File: config.mk
export PLATFORM = sky130hd
export DESIGN_NAME = reg_dump_reader_flat
export DESIGN_NICKNAME = d
export VERILOG_FILES = /design/src/rtl/reg_dump_pkg.sv /design/src/rtl/reg_dump_reader_if.sv /design/src/rtl/reg_dump_reader.sv /design/src/flat_wrapper.sv
export SDC_FILE = /design/constraint.sdc
export NUM_CORES = 1
export LEC_CHECK = 0
export ABC_AREA = 1
export CORE_MARGIN = 2
export CORE_UTILIZATION = 45
export DETAILED_ROUTE_END_ITERATION = 10
export GPL_ROUTABILITY_DRIVEN = 0
export GPL_TIMING_DRIVEN = 0
export PLACE_DENSITY_LB_ADDON = 0.1
export SYNTH_ARGS = -nofsm -noshare
export SYNTH_HDL_FRONTEND = slang
export SYNTH_SLANG_ARGS = --single-unit
File: constraint.sdc
create_clock -name clk -period 2 [get_ports clk]
set_input_delay 0.3 -clock clk [delete_from_list [all_inputs] [get_ports clk]]
set_output_delay 0.3 -clock clk [all_outputs]
set_load 0.005 [all_outputs]
File: src/rtl/reg_dump_pkg.sv
`default_nettype none
// ============================================================================
// Module      : reg_dump_pkg
// Description : Shared types and constants for the register-file dump reader.
//               Holds the FSM state encoding and the bus widths used by
//               reg_dump_reader and reg_dump_reader_if.
//               Optional feature macro: REG_DUMP_CHECKSUM_EN (adds ST_CHK).
// Revision    : 1.0 - initial release
// ============================================================================
package reg_dump_pkg;

  localparam int NUM_REGS = 16;
  localparam int ADDR_W   = 4;
  localparam int DATA_W   = 32;
  localparam int IDX_W    = 5;

  // Pseudo register index tagging the trailing checksum word.
  localparam logic [IDX_W-1:0] CHK_IDX = 5'd16;

  typedef enum logic [2:0] {
    ST_IDLE = 3'd0,
    ST_WAIT = 3'd1,
    ST_SEND = 3'd2,
    ST_DONE = 3'd3
`ifdef REG_DUMP_CHECKSUM_EN
    ,
    ST_CHK  = 3'd4
`endif
  } state_t;

endpackage
`default_nettype wire

File: src/rtl/reg_dump_reader_if.sv
`default_nettype none
// ============================================================================
// Module      : reg_dump_reader_if
// Description : Bundle of control, register-file read and output stream
//               signals of the dump reader.
//   master modport (the reader):
//     in  : start, rd_data[31:0], out_ready
//     out : busy, done, rd_addr[3:0], out_valid, out_data[31:0],
//           out_idx[4:0], out_last
//   slave modport : the same signals seen from the requester / register
//                   file / downstream consumer side.
// Revision    : 1.0 - initial release
// ============================================================================
interface reg_dump_reader_if;
  import reg_dump_pkg::*;

  logic              start;
  logic              busy;
  logic              done;
  logic [ADDR_W-1:0] rd_addr;
  logic [DATA_W-1:0] rd_data;
  logic              out_valid;
  logic              out_ready;
  logic [DATA_W-1:0] out_data;
  logic [IDX_W-1:0]  out_idx;
  logic              out_last;

  modport master (
    input  start, rd_data, out_ready,
    output busy, done, rd_addr, out_valid, out_data, out_idx, out_last
  );

  modport slave (
    output start, rd_data, out_ready,
    input  busy, done, rd_addr, out_valid, out_data, out_idx, out_last
  );

endinterface
`default_nettype wire

File: src/rtl/reg_dump_reader.sv
`default_nettype none
// ============================================================================
// Module      : reg_dump_reader
// Description : Walks register indices FIRST_REG..LAST_REG of a register
//               file, reading each through rd_addr/rd_data, and streams the
//               contents out on a valid/ready channel tagged with the index.
//               The last word carries out_last and a one-cycle done pulse
//               follows its handshake.
//   Ports     : clk  - clock (all state on posedge)
//               rst  - asynchronous active-high reset
//               bus  - reg_dump_reader_if.master (start/busy/done, register
//                      file read port, output stream)
//   Macro     : REG_DUMP_CHECKSUM_EN - append a 17th word (idx 16) holding
//               the XOR of all dumped words; it then carries out_last.
// Revision    : 1.0 - initial release
// ============================================================================
module reg_dump_reader
  import reg_dump_pkg::*;
#(
  parameter int FIRST_REG = 0,
  parameter int LAST_REG  = 15
) (
  input  wire logic         clk,
  input  wire logic         rst,
  reg_dump_reader_if.master bus
);

  generate
    if ((FIRST_REG < 0) || (FIRST_REG > LAST_REG) || (LAST_REG > NUM_REGS - 1)) begin : g_bad_params
      $error("reg_dump_reader: need 0 <= FIRST_REG <= LAST_REG <= 15");
    end
  endgenerate

  localparam logic [ADDR_W-1:0] FIRST_A = ADDR_W'(FIRST_REG);
  localparam logic [ADDR_W-1:0] LAST_A  = ADDR_W'(LAST_REG);

  state_t            state;
  logic [ADDR_W-1:0] rd_addr;
  logic              out_valid;
  logic [DATA_W-1:0] out_data;
  logic [IDX_W-1:0]  out_idx;
  logic              out_last;
  logic              done;
  logic              handshake;
`ifdef REG_DUMP_CHECKSUM_EN
  logic [DATA_W-1:0] acc;
`endif

  assign handshake     = out_valid & bus.out_ready;

  assign bus.busy      = (state != ST_IDLE);
  assign bus.done      = done;
  assign bus.rd_addr   = rd_addr;
  assign bus.out_valid = out_valid;
  assign bus.out_data  = out_data;
  assign bus.out_idx   = out_idx;
  assign bus.out_last  = out_last;

  always_ff @(posedge clk or posedge rst) begin
    if (rst) begin
      state     <= ST_IDLE;
      rd_addr   <= '0;
      out_valid <= 1'b0;
      out_data  <= '0;
      out_idx   <= '0;
      out_last  <= 1'b0;
      done      <= 1'b0;
`ifdef REG_DUMP_CHECKSUM_EN
      acc       <= '0;
`endif
    end else begin
      case (state)
        ST_IDLE: begin
          done <= 1'b0;
          // rd_addr is left untouched here so it keeps its last value.
          if (bus.start) begin
            rd_addr <= FIRST_A;
            state   <= ST_WAIT;
`ifdef REG_DUMP_CHECKSUM_EN
            acc     <= '0;
`endif
          end
        end

        // The register file refreshes rd_data on the falling edge after
        // rd_addr changes, so one cycle here is enough to capture it.
        ST_WAIT: begin
          out_data  <= bus.rd_data;
          out_idx   <= {1'b0, rd_addr};
          out_valid <= 1'b1;
`ifdef REG_DUMP_CHECKSUM_EN
          out_last  <= 1'b0;
          acc       <= acc ^ bus.rd_data;
`else
          out_last  <= (rd_addr == LAST_A);
`endif
          state     <= ST_SEND;
        end

        ST_SEND: begin
          if (handshake) begin
            if (rd_addr != LAST_A) begin
              rd_addr   <= rd_addr + 1'b1;
              out_valid <= 1'b0;
              state     <= ST_WAIT;
            end else begin
`ifdef REG_DUMP_CHECKSUM_EN
              // acc already includes the word just accepted.
              out_data  <= acc;
              out_idx   <= CHK_IDX;
              out_last  <= 1'b1;
              state     <= ST_CHK;
`else
              out_valid <= 1'b0;
              out_last  <= 1'b0;
              done      <= 1'b1;
              state     <= ST_DONE;
`endif
            end
          end
        end

`ifdef REG_DUMP_CHECKSUM_EN
        ST_CHK: begin
          if (handshake) begin
            out_valid <= 1'b0;
            out_last  <= 1'b0;
            done      <= 1'b1;
            state     <= ST_DONE;
          end
        end
`endif

        ST_DONE: begin
          done  <= 1'b0;
          state <= ST_IDLE;
        end

        default: begin
          done  <= 1'b0;
          state <= ST_IDLE;
        end
      endcase
    end
  end

endmodule
`default_nettype wire

File: src/flat_wrapper.sv
// flat-port wrapper written by rule: the top's interface ports become plain ports
module reg_dump_reader_flat import reg_dump_pkg::*;
#(
  parameter int FIRST_REG = 0,
  parameter int LAST_REG  = 15
)
  (clk, rst, bus_start, bus_rd_data, bus_out_ready, bus_busy, bus_done, bus_rd_addr, bus_out_valid, bus_out_data, bus_out_idx, bus_out_last);
  reg_dump_reader_if bus_i ();
  input  wire logic clk;
  input  wire logic rst;
  input wire logic [$bits(bus_i.start)-1:0] bus_start;
  input wire logic [$bits(bus_i.rd_data)-1:0] bus_rd_data;
  input wire logic [$bits(bus_i.out_ready)-1:0] bus_out_ready;
  output wire logic [$bits(bus_i.busy)-1:0] bus_busy;
  output wire logic [$bits(bus_i.done)-1:0] bus_done;
  output wire logic [$bits(bus_i.rd_addr)-1:0] bus_rd_addr;
  output wire logic [$bits(bus_i.out_valid)-1:0] bus_out_valid;
  output wire logic [$bits(bus_i.out_data)-1:0] bus_out_data;
  output wire logic [$bits(bus_i.out_idx)-1:0] bus_out_idx;
  output wire logic [$bits(bus_i.out_last)-1:0] bus_out_last;
  assign bus_i.start = bus_start;
  assign bus_i.rd_data = bus_rd_data;
  assign bus_i.out_ready = bus_out_ready;
  assign bus_busy = bus_i.busy;
  assign bus_done = bus_i.done;
  assign bus_rd_addr = bus_i.rd_addr;
  assign bus_out_valid = bus_i.out_valid;
  assign bus_out_data = bus_i.out_data;
  assign bus_out_idx = bus_i.out_idx;
  assign bus_out_last = bus_i.out_last;
  reg_dump_reader #(.FIRST_REG(FIRST_REG), .LAST_REG(LAST_REG)) u_core (.clk(clk), .rst(rst), .bus(bus_i));
endmodule
# Yosys cells after proc, flatten, opt, wreduce, memory -nomap -nowiden

Index checks and enable logic that the tools add are counted.

Bits of input ports: 36
Register bits after elaboration: 46

Reduce and logical (&&, ||, !) cells: 9
Bitwise logic cells: 2
Equality and inequality tests: 8
Mux-type cells: 16
$add $sub $neg: 1

Operator list:

| operator                                                                | count |
|---|---|
| 4-bit 2-to-1 mux                                                        | 3 |
| 3-bit one-hot mux with 3 select lines                                   | 1 |
| 4-bit one-hot mux with 2 select lines                                   | 1 |
| 3-bit 2-to-1 mux                                                        | 2 |
| 1-bit one-hot mux with 2 select lines                                   | 3 |
| 3-bit AND reduction                                                     | 2 |
| 1-bit 2-to-1 mux                                                        | 5 |
| 4-bit by 1-bit adder with 4-bit output, second input constant           | 1 |
| 4-bit == test, second input constant                                    | 1 |
| 2-bit by 1-bit inequality test with 1-bit output, second input constant | 2 |
| 2-bit inequality test, second input constant                            | 2 |
| 4-bit inequality test, second input constant                            | 1 |
| 2-bit AND reduction                                                     | 2 |
| 4-bit AND reduction                                                     | 1 |
| 2-bit nonzero test                                                      | 2 |
| 3-bit by 1-bit == test with 1-bit output, second input constant         | 1 |
| 3-bit by 2-bit == test with 1-bit output, second input constant         | 1 |
| 3-bit logical NOT                                                       | 1 |
| 3-bit nonzero test                                                      | 1 |
| 2-bit 2-to-1 mux                                                        | 1 |
| 1-bit bitwise AND                                                       | 1 |
| 1-bit NOT                                                               | 1 |

# Depth between registers and ports, before layout

Gate-level depths: netlist of the first run.

Depth in word-level cells: 4
Gate-level depth with buffers: 7

# Least setup slack after synthesis of the first run

Ideal clock, no wire load.

Path type: register -> register
Start: register u_core.rd_addr[0] (netlist: u_core.bus.rd_addr[0])
End: register u_core.rd_addr[3] (netlist: u_core.bus.rd_addr[3])
Setup slack: 838 ps
Period minus slack after synthesis: 1162 ps
Library setup time: 116 ps
Buffers on the path: 0
Data arrival time: 1046 ps
Stages on the path, launching flop included: 8
Path through: dfrtp_1 ha_1 nand2_2 nor2_2 nand2_1 nand2_2 nand2_1 nand2_1

Word-level cells in the longest chain between the ends: 4
Elaborated cells between the ends (all ways): 7
Classes of those cells: add/sub (1); eq/ne (2); mux (3); reduce/logical (1)

Ends and longest elaborated chain:

| item                                   | line                   | source |
|---|---|---|
| start, declared                        | reg_dump_reader.sv:38  | `logic [ADDR_W-1:0] rd_addr;` |
| start signal, assigned                 | reg_dump_reader.sv:103 | `rd_addr <= rd_addr + 1'b1;` |
| 4-bit by 1-bit adder with 4-bit output | reg_dump_reader.sv:103 |  |
| 4-bit 2-to-1 mux                       | reg_dump_reader.sv:102 | `if (rd_addr != LAST_A) begin` |
| 4-bit 2-to-1 mux                       | reg_dump_reader.sv:101 | `if (handshake) begin` |
| 4-bit one-hot mux with 2 select lines  | reg_dump_reader.sv:72  | `case (state)` |

Several ways; a longest one is shown, not always the timed one. The select of a mux whose other input is x is not followed.
A chain may end at the register's enable or synchronous reset.

# Final worst setup path of the first run

Start: register u_core.state[0]
End: output bus_busy

Word-level cells in the longest chain between the ends: 1

Ends and longest elaborated chain:

| item                   | line                  | source |
|---|---|---|
| start, declared        | reg_dump_reader.sv:37 | `state_t state;` |
| start signal, assigned | reg_dump_reader.sv:61 | `state <= ST_IDLE;` |
| start signal, assigned | reg_dump_reader.sv:78 | `state <= ST_WAIT;` |
| start signal, assigned | reg_dump_reader.sv:97 | `state <= ST_SEND;` |
| 3-bit nonzero test     | reg_dump_reader.sv:51 | `assign bus.busy = (state != ST_IDLE);` |
| end, declared          | flat_wrapper.sv:14    | `output wire logic [$bits(bus_i.busy)-1:0] bus_busy;` |

Every way passes these cells.

==> Flow_metrics.wiki, run 1 <==
{| class="wikitable"
! Metric !! Value
|-
| Sequential cell area fraction in the yosys report || 0.6057
|-
| Source-to-sink clock delay at the later pin of the worst-skew pair || 290 ps
|-
| Placed Instance Area || 2733 um2
|-
| Synth-to-Final Area Change || 51.41%
|-
| Classification of the worst-slack hold path || input port to async pin
|-
| Initial core utilization || 0.4648
|-
| Overflow after GRT || 0
|-
| Number of non-filler instances in the completed layout || 354
|-
| Sort of element at the end of the critical path || primary output
|-
| Vias in the first global route || 1523
|-
| Number of library cell types mapped by synthesis || 19
|-
| FP Rows || 23
|-
| Clock slew seen by the registers of the worst setup and hold paths || 80 ps
|-
| Max Root-Sink Buffers || 2
|-
| Share of post-route cells with drive strength above 1 || 0.08882
|-
| Launch point of the worst reg-to-reg path || u_core.bus.rd_addr[1]$_DFFE_PP0P_
|-
| # IOs || 81
|-
| Kind of cell adding the most delay to the critical path || buffers and inverters
|-
| PortBufs || slightly below 80
|-
| Fin. max-slew vios || 0
|-
| Worst stage delay on the critical path || about 490 ps
|-
| First drt pass iteration count || 4
|-
| Global-route wire length before repair || between 6000 and 7000 um
|-
| Maximum fanout along the worst path || 3
|-
| Power density of the placed cells || about 1400 nW/um2
|-
| Required time at the endpoint of the critical path || 1700 ps
|-
| Pin count of the biggest net entering global routing || 34
|-
| Highest achievable clock rate || 0.6006 GHz
|-
| Area taken by flip-flops and latches || around 1100 um2
|-
| Syn_nets || around 250
|-
| Final critical path time including I/O delays and setup || 1665 ps
|-
| Static Leakage || 1.419 nW
|-
| CP Class || flop to primary output
|-
| # H-tree levels || 2
|-
| Half-perimeter wire length of the detailed placement result || 3054 um
|-
| Slack of the worst reg-to-reg path || 730 ps
|-
| Critical path buffer and inverter count || 2
|-
| Kind of launch point of the worst setup path || flop
|-
| Core occupancy in the finished layout || 0.7038
|-
| Number of DRC markers after the initial detailed-route iteration || 106
|-
| Number of setup buffers added after CTS || 0
|-
| Core region area || 4000 um2
|-
| Cells traversed along the worst timing path || inv_1 > nand2_1 > clkdlybuf4s50_1
|-
| Data arrival time of the critical path || 1370 ps
|-
| Clock tree root buffer cell || sky130_fd_sc_hd__clkbuf_8
|-
| Overall die area || 4662 um2
|-
| Ratio of final minimum period to clock period || 0.8325
|-
| Setup-violating endpoint count in the final report || 0
|-
| RSZ-0062 raised after global routing || false
|-
| Critical path startpoint || u_core.state[0]$_DFFE_PP0P_
|-
| Count of state elements after synthesis || 45
|-
| Vias/cell || ~4.6
|-
| Synthesis warning total || 0
|-
| TritonCTS buffer count || 5
|-
| X dimension of the die || 68.28 um
|-
| Number of antenna violations at the first check in global routing || 0
|-
| Drc violations || 0
|-
| Final setup skew || 5.454 ps
|-
| Clock sink total || 45
|-
| Cell Area, Synth || 1859 um2
|-
| Final Hold Viols || 0
|-
| Area of all placed cells without fillers || 2815 um2
|-
| Highest ir drop seen on vdd || roughly 0.74 mV
|-
| WL final || 4011 um
|-
| Height of the die || 68.28 um
|-
| Cell count after synthesis || 216
|-
| NumNets Final || 340
|-
| Multi-input logic area || 624.3 um2
|-
| Wire length per cell || 11.33 um
|-
| Global router's overall resource usage || 0.1902
|-
| Highest-delay cell along the critical path || sky130_fd_sc_hd__clkdlybuf4s50_1
|-
| Total Negative Setup Slacks || 0 ps
|-
| Hold bufs inserted after CTS || 0
|-
| Avg Cell Area, Syn || 8.608 um2
|-
| Post-DRT Antenna Nets || 0
|-
| Antenna diodes || 0
|-
| Number of gates resized after CTS || 0
|-
| CTS tree || yes
|-
| Placed Cells incl. Taps || 346
|-
| Run status || completed
|-
| Number of filler cells placed in the layout || 340
|-
| Total of max-cap violations || 0
|-
| Via count || ~1600
|}
## Yosys cell counts, drive strengths merged
cell	count	area, um2
a21oi	1	5.000
buf	8	61.31
conb	1	3.750
dfrtp	45	1126
ha	1	12.51
inv	12	47.55
nand2	130	500.5
nand3	11	60.06
nand4	1	6.260
nor2	3	21.27
o21ai	3	15.01
## where the power goes
part | leakage (nW) | switching, mW | internal, mW
logic | 0.806 | 0.784 | 1.00
clock network | 0.0450 | 0.284 | 0.242
registers | 0.569 | 0.221 | 1.30
total | 1.42 | 1.29 | 2.54
## sequential cells by signal, summed over array words and instances (netlist names)
signal                count
u_core.bus.out_last       1
u_core.state              2
u_core.bus.out_data      32
u_core.bus.out_idx        4
u_core.bus.out_valid      1
u_core.bus.rd_addr        4
u_core.bus.done           1
## path summary, 6_finish.rpt
kind                                                  endpoint  depth (start not counted)
max                                                   bus_busy                          3
min                         u_core.bus.out_data[5]$_DFFE_PP0P_                          2
max reg2reg                  u_core.bus.rd_addr[3]$_DFFE_PP0P_                          7
min reg2reg                        u_core.bus.done$_DFFE_PP0P_                          2
max in group asynchronous  u_core.bus.out_data[16]$_DFFE_PP0P_                          3
min in group clk                   u_core.bus.done$_DFFE_PP0P_                          2
## stage by stage
| step | setup WS (ps) | power [mW] | hold slack [ps] |
|---|---|---|---|
| 2_1_floorplan | 640.6 | 2.329 | 409.6 |
| 6_report | 334.9 | 3.826 | 259.3 |
| 3_5_place_dp | 576.5 | 3.347 | 464.2 |
| 4_1_cts | 320.4 | 3.892 | 261.1 |
| 3_3_place_gp | -262.9 | 3.296 | 461.2 |
| 5_1_grt | 261.9 | 4.145 | 297.3 |
## final cells by class
| class | count | area share |
|---|---|---|
| Clock inverter | 2 | 0.003556 |
| Tap cell | 50 | 0.02222 |
| Inverter | 12 | 0.01689 |
| Timing Repair Buffer | 80 | 0.2880 |
| Clock buffer | 6 | 0.02578 |
| Sequential cell | 45 | 0.4000 |
| Multi-Input combinational cell | 151 | 0.2218 |
| Buffer | 8 | 0.02178 |
## layout by cell type (no fill, tap or decap), drive strengths merged
| cell type | instances |
|---|---|
| inv | 12 |
| nand2 | 130 |
| dfrtp | 45 |
| conb | 1 |
| nand4 | 1 |
| nand3 | 11 |
| clkinv | 2 |
| clkbuf | 6 |
| a21oi | 1 |
| buf | 9 |
| ha | 1 |
| o21ai | 3 |
| nor2 | 3 |
| clkdlybuf4s50 | 79 |
## metal layers
| metal | GRT usage | part of all wire | vias to the layer above |
|---|---|---|---|
| met4 | 0.06750 | 0.010 | 0 |
| met2 | 0.3240 | 0.49 | 48 |
| met1 | 0.2263 | 0.43 | 741 |
| met3 | 0.05921 | 0.063 | 4 |
| li1 | - | - | 821 |
| met5 | 0 | 0 | - |
## cells by family after synthesis
family | after synthesis | share of synthesized area
adders and majority gates | 1 | 0.006728
and+or+nand+nor | 145 | 0.3163
AOI/OAI and AO/OA | 4 | 0.01076
other | 1 | 0.002017
buffers and inverters | 20 | 0.05855
DFF | 45 | 0.6057
(Power assumes the default switching activity.)
==> run 2: changes to the inputs <==
--- a/config.mk
+++ b/config.mk
@@ -7,7 +7,7 @@
 export LEC_CHECK = 0
 export ABC_AREA = 1
 export CORE_MARGIN = 2
-export CORE_UTILIZATION = 45
+export CORE_UTILIZATION = 37
 export DETAILED_ROUTE_END_ITERATION = 10
 export GPL_ROUTABILITY_DRIVEN = 0
 export GPL_TIMING_DRIVEN = 0
==> constraint.sdc (replaced) <==
create_clock -name clk -period 1.49 [get_ports clk]
set_input_delay 0.2235 -clock clk [delete_from_list [all_inputs] [get_ports clk]]
set_output_delay 0.2235 -clock clk [all_outputs]
set_load 0.005 [all_outputs]
==> Flow_metrics.wiki, run 2 (synthesized netlist as in run 1, its figures left out) <==
{| class="wikitable"
! Metric !! Value
|-
| Critical path startpoint || u_core.bus.out_valid$_DFFE_PP0P_
|-
| Half-perimeter wire length of the detailed placement result || a little over 3000 um
|-
| Area taken by flip-flops and latches || 1130 um2
|-
| Top routing layer used || met4
|-
| Global router's overall resource usage || 0.1636
|-
| Sort of element at the end of the critical path || primary output
|-
| Synth-to-Final Area Change || 55.59%
|-
| Overall die area || 5608 um2
|-
| RSZ-0062 raised after global routing || false
|-
| Met2 WL post-DR || approximately 2100 um
|-
| Slack of the worst reg-to-reg path || ~140 ps
|-
| Critical path buffer and inverter count || 1
|-
| First drt pass iteration count || 4
|-
| Run status || completed
|-
| Final Hold Viols || 0
|-
| Via count || roughly 1600
|-
| CP Class || flop to primary output
|-
| Final hold slack || 238.2 ps
|-
| Share of post-route cells with drive strength above 1 || 0.1158
|-
| Launch point of the worst reg-to-reg path || u_core.bus.rd_addr[1]$_DFFE_PP0P_
|-
| Global-route wire length before repair || 6872 um
|-
| WL final || 4266 um
|-
| Clock tree root buffer cell || sky130_fd_sc_hd__clkbuf_8
|-
| End of the worst register-to-register path || u_core.bus.rd_addr[3]$_DFFE_PP0P_
|-
| Max FFs per register || 32
|-
| # IOs || 81
|-
| Max Root-Sink Buffers || 2
|-
| FP Rows || 25
|-
| Crit path depth || 1
|-
| Initial core utilization || 0.3885
|-
| Kind of launch point of the worst setup path || flop
|-
| Number of antenna violations at the first check in global routing || 0
|-
| X dimension of the die || between 70 and 80 um
|-
| Largest registers || u_core.bus.out_data (32), u_core.bus.out_idx (4), u_core.bus.rd_addr (4)
|-
| Post-DRT Antenna Nets || 0
|-
| Pin count of the biggest net entering global routing || 27
|-
| Met1 routed wirelength after detailed routing || 1859 um
|-
| Total of max-cap violations || 0
|-
| Vias in the first global route || roughly 1500
|-
| Core region area || approximately 4800 um2
|-
| Hold bufs inserted after CTS || 0
|-
| Static Leakage || 1.446 nW
|-
| Classification of the worst-slack hold path || input port to async pin
|-
| Source-to-sink clock delay at the later pin of the worst-skew pair || approximately 290 ps
|-
| Clock sink total || 45
|-
| Highest ir drop seen on vdd || ~0.99 mV
|-
| Worst stage delay on the critical path || between 500 and 600 ps
|-
| Ratio of final minimum period to clock period || 0.9510
|-
| TritonCTS buffer count || 5
|-
| Wire length per cell || 11.29 um
|-
| Setup-violating endpoint count in the final report || 0
|-
| Data arrival time of the critical path || 1190 ps
|-
| Highest-count cells in the layout ignoring fill and taps || sky130_fd_sc_hd__nand2_1, sky130_fd_sc_hd__clkdlybuf4s50_1, sky130_fd_sc_hd__dfrtp_1
|-
| Number of filler cells placed in the layout || 442
|-
| Vias/cell || 4.336
|-
| Most common library cell in the layout ignoring fill and taps || sky130_fd_sc_hd__nand2_1
|-
| CTS tree || yes
|-
| PortBufs || 79
|-
| Height of the die || 74.89 um
|-
| Total design power || roughly 5.2 mW
|-
| End point of the critical path || bus_out_valid
|-
| Required time at the endpoint of the critical path || between 1000 and 1500 ps
|-
| Final setup skew || 4.701 ps
|-
| Overflow after GRT || 0
|-
| Multi-input logic area || around 620 um2
|-
| Power density of the placed cells || 1807 nW/um2
|-
| Antenna diodes || 0
|-
| Clock slew seen by the registers of the worst setup and hold paths || 80 ps
|-
| Kind of cell adding the most delay to the critical path || buffers and inverters
|-
| Total met3 wirelength after detailed routing || ~270 um
|-
| Highest-delay cell along the critical path || sky130_fd_sc_hd__clkdlybuf4s50_1
|-
| # H-tree levels || 2
|-
| NumNets Final || between 300 and 400
|-
| Final critical path time including I/O delays and setup || 1417 ps
|-
| Maximum fanout along the worst path || 3
|-
| Number of DRC markers after the initial detailed-route iteration || 60
|-
| Most flop-heavy register || u_core.bus.out_data
|-
| Worst r2r path cells || 8
|-
| Cells traversed along the worst timing path || clkdlybuf4s50_1
|-
| Highest achievable clock rate || 0.7057 GHz
|-
| Drc violations || 0
|-
| Fin. max-slew vios || 0
|}
[run 2: cell count changes in the layout (fill, tap and decap cells not counted)]
cell,delta
sky130_fd_sc_hd__buf_4,+7
sky130_fd_sc_hd__dfrtp_1,-3
sky130_fd_sc_hd__dfrtp_2,+3
sky130_fd_sc_hd__clkinv_2,-2
sky130_fd_sc_hd__clkbuf_1,+1
sky130_fd_sc_hd__clkdlybuf4s50_1,-1
sky130_fd_sc_hd__clkinvlp_4,+1
sky130_fd_sc_hd__dlygate4sd2_1,+1
[run 2: repair_timing]
item                                    4_1_cts  5_1_grt
cloned                                        0        0
buffers inserted                              2        5
resized for setup                             4        0
endpoints found under the hold margin         0        0
endpoints found under the setup margin        5        3
[run 2: layout make-up]
type,instances,share of cell area
Inverter,12,0.01644
Sequential cell,45,0.3906
Clock buffer,7,0.02638
Buffer,8,0.02119
Timing Repair Buffer,87,0.2980
Multi-Input combinational cell,151,0.2158
Tap cell,67,0.02898
Clock inverter,1,0.002595
[run 2: metal layers]
| layer | track usage | vias up |
|---|---|---|
| met5 | 0 | - |
| li1 | - | 838 |
| met4 | 0.07143 | 0 |
| met2 | 0.2563 | 44 |
| met1 | 0.2113 | 750 |
| met3 | 0.04819 | 7 |
[run 2: power breakdown]
| group | total (mW) | switching [mW] | leakage [nW] | internal (mW) |
|---|---|---|---|---|
| registers | 2.02 | 0.278 | 0.564 | 1.74 |
| clock network | 0.738 | 0.406 | 0.0385 | 0.332 |
| logic | 2.47 | 1.09 | 0.844 | 1.38 |
| total | 5.23 | 1.77 | 1.45 | 3.46 |
[run 2: worst min path at each step]
stage | to | depth (start not counted) | slack [ps]
after floorplan | u_core.bus.out_data[0]$_DFFE_PP0P_ | 2 | 330
after global placement | u_core.bus.out_data[0]$_DFFE_PP0P_ | 2 | 460
after detailed placement | u_core.bus.out_data[6]$_DFFE_PP0P_ | 2 | 460
after CTS | u_core.bus.out_data[6]$_DFFE_PP0P_ | 2 | 250
after global routing | u_core.bus.out_data[6]$_DFFE_PP0P_ | 2 | 280
final | u_core.bus.out_data[6]$_DFFE_PP0P_ | 2 | 240
[run 2: through the flow]
step                      area, um2  std cells  utilization  setup WS (ps)  TNS, ps
after CTS                      2855        373       0.5966          5.324        0
after global placement         2734        362       0.5712         -730.6   -32840
final                          2893        378       0.6044          72.94        0
after floorplan                1859        216            -          207.1        0
after global routing           2893        378       0.6044          20.79        0
after detailed placement       2754        363       0.5754          162.7        0
==> run 3: changes to the inputs <==
--- a/config.mk
+++ b/config.mk
@@ -11,6 +11,7 @@
 export DETAILED_ROUTE_END_ITERATION = 10
 export GPL_ROUTABILITY_DRIVEN = 0
 export GPL_TIMING_DRIVEN = 0
+export HOLD_SLACK_MARGIN = 0.15
 export PLACE_DENSITY_LB_ADDON = 0.1
 export SYNTH_ARGS = -nofsm -noshare
 export SYNTH_HDL_FRONTEND = slang
==> results of run 3 <==
Same layout as run 2: the final DEF is identical, and so are final timing and power.
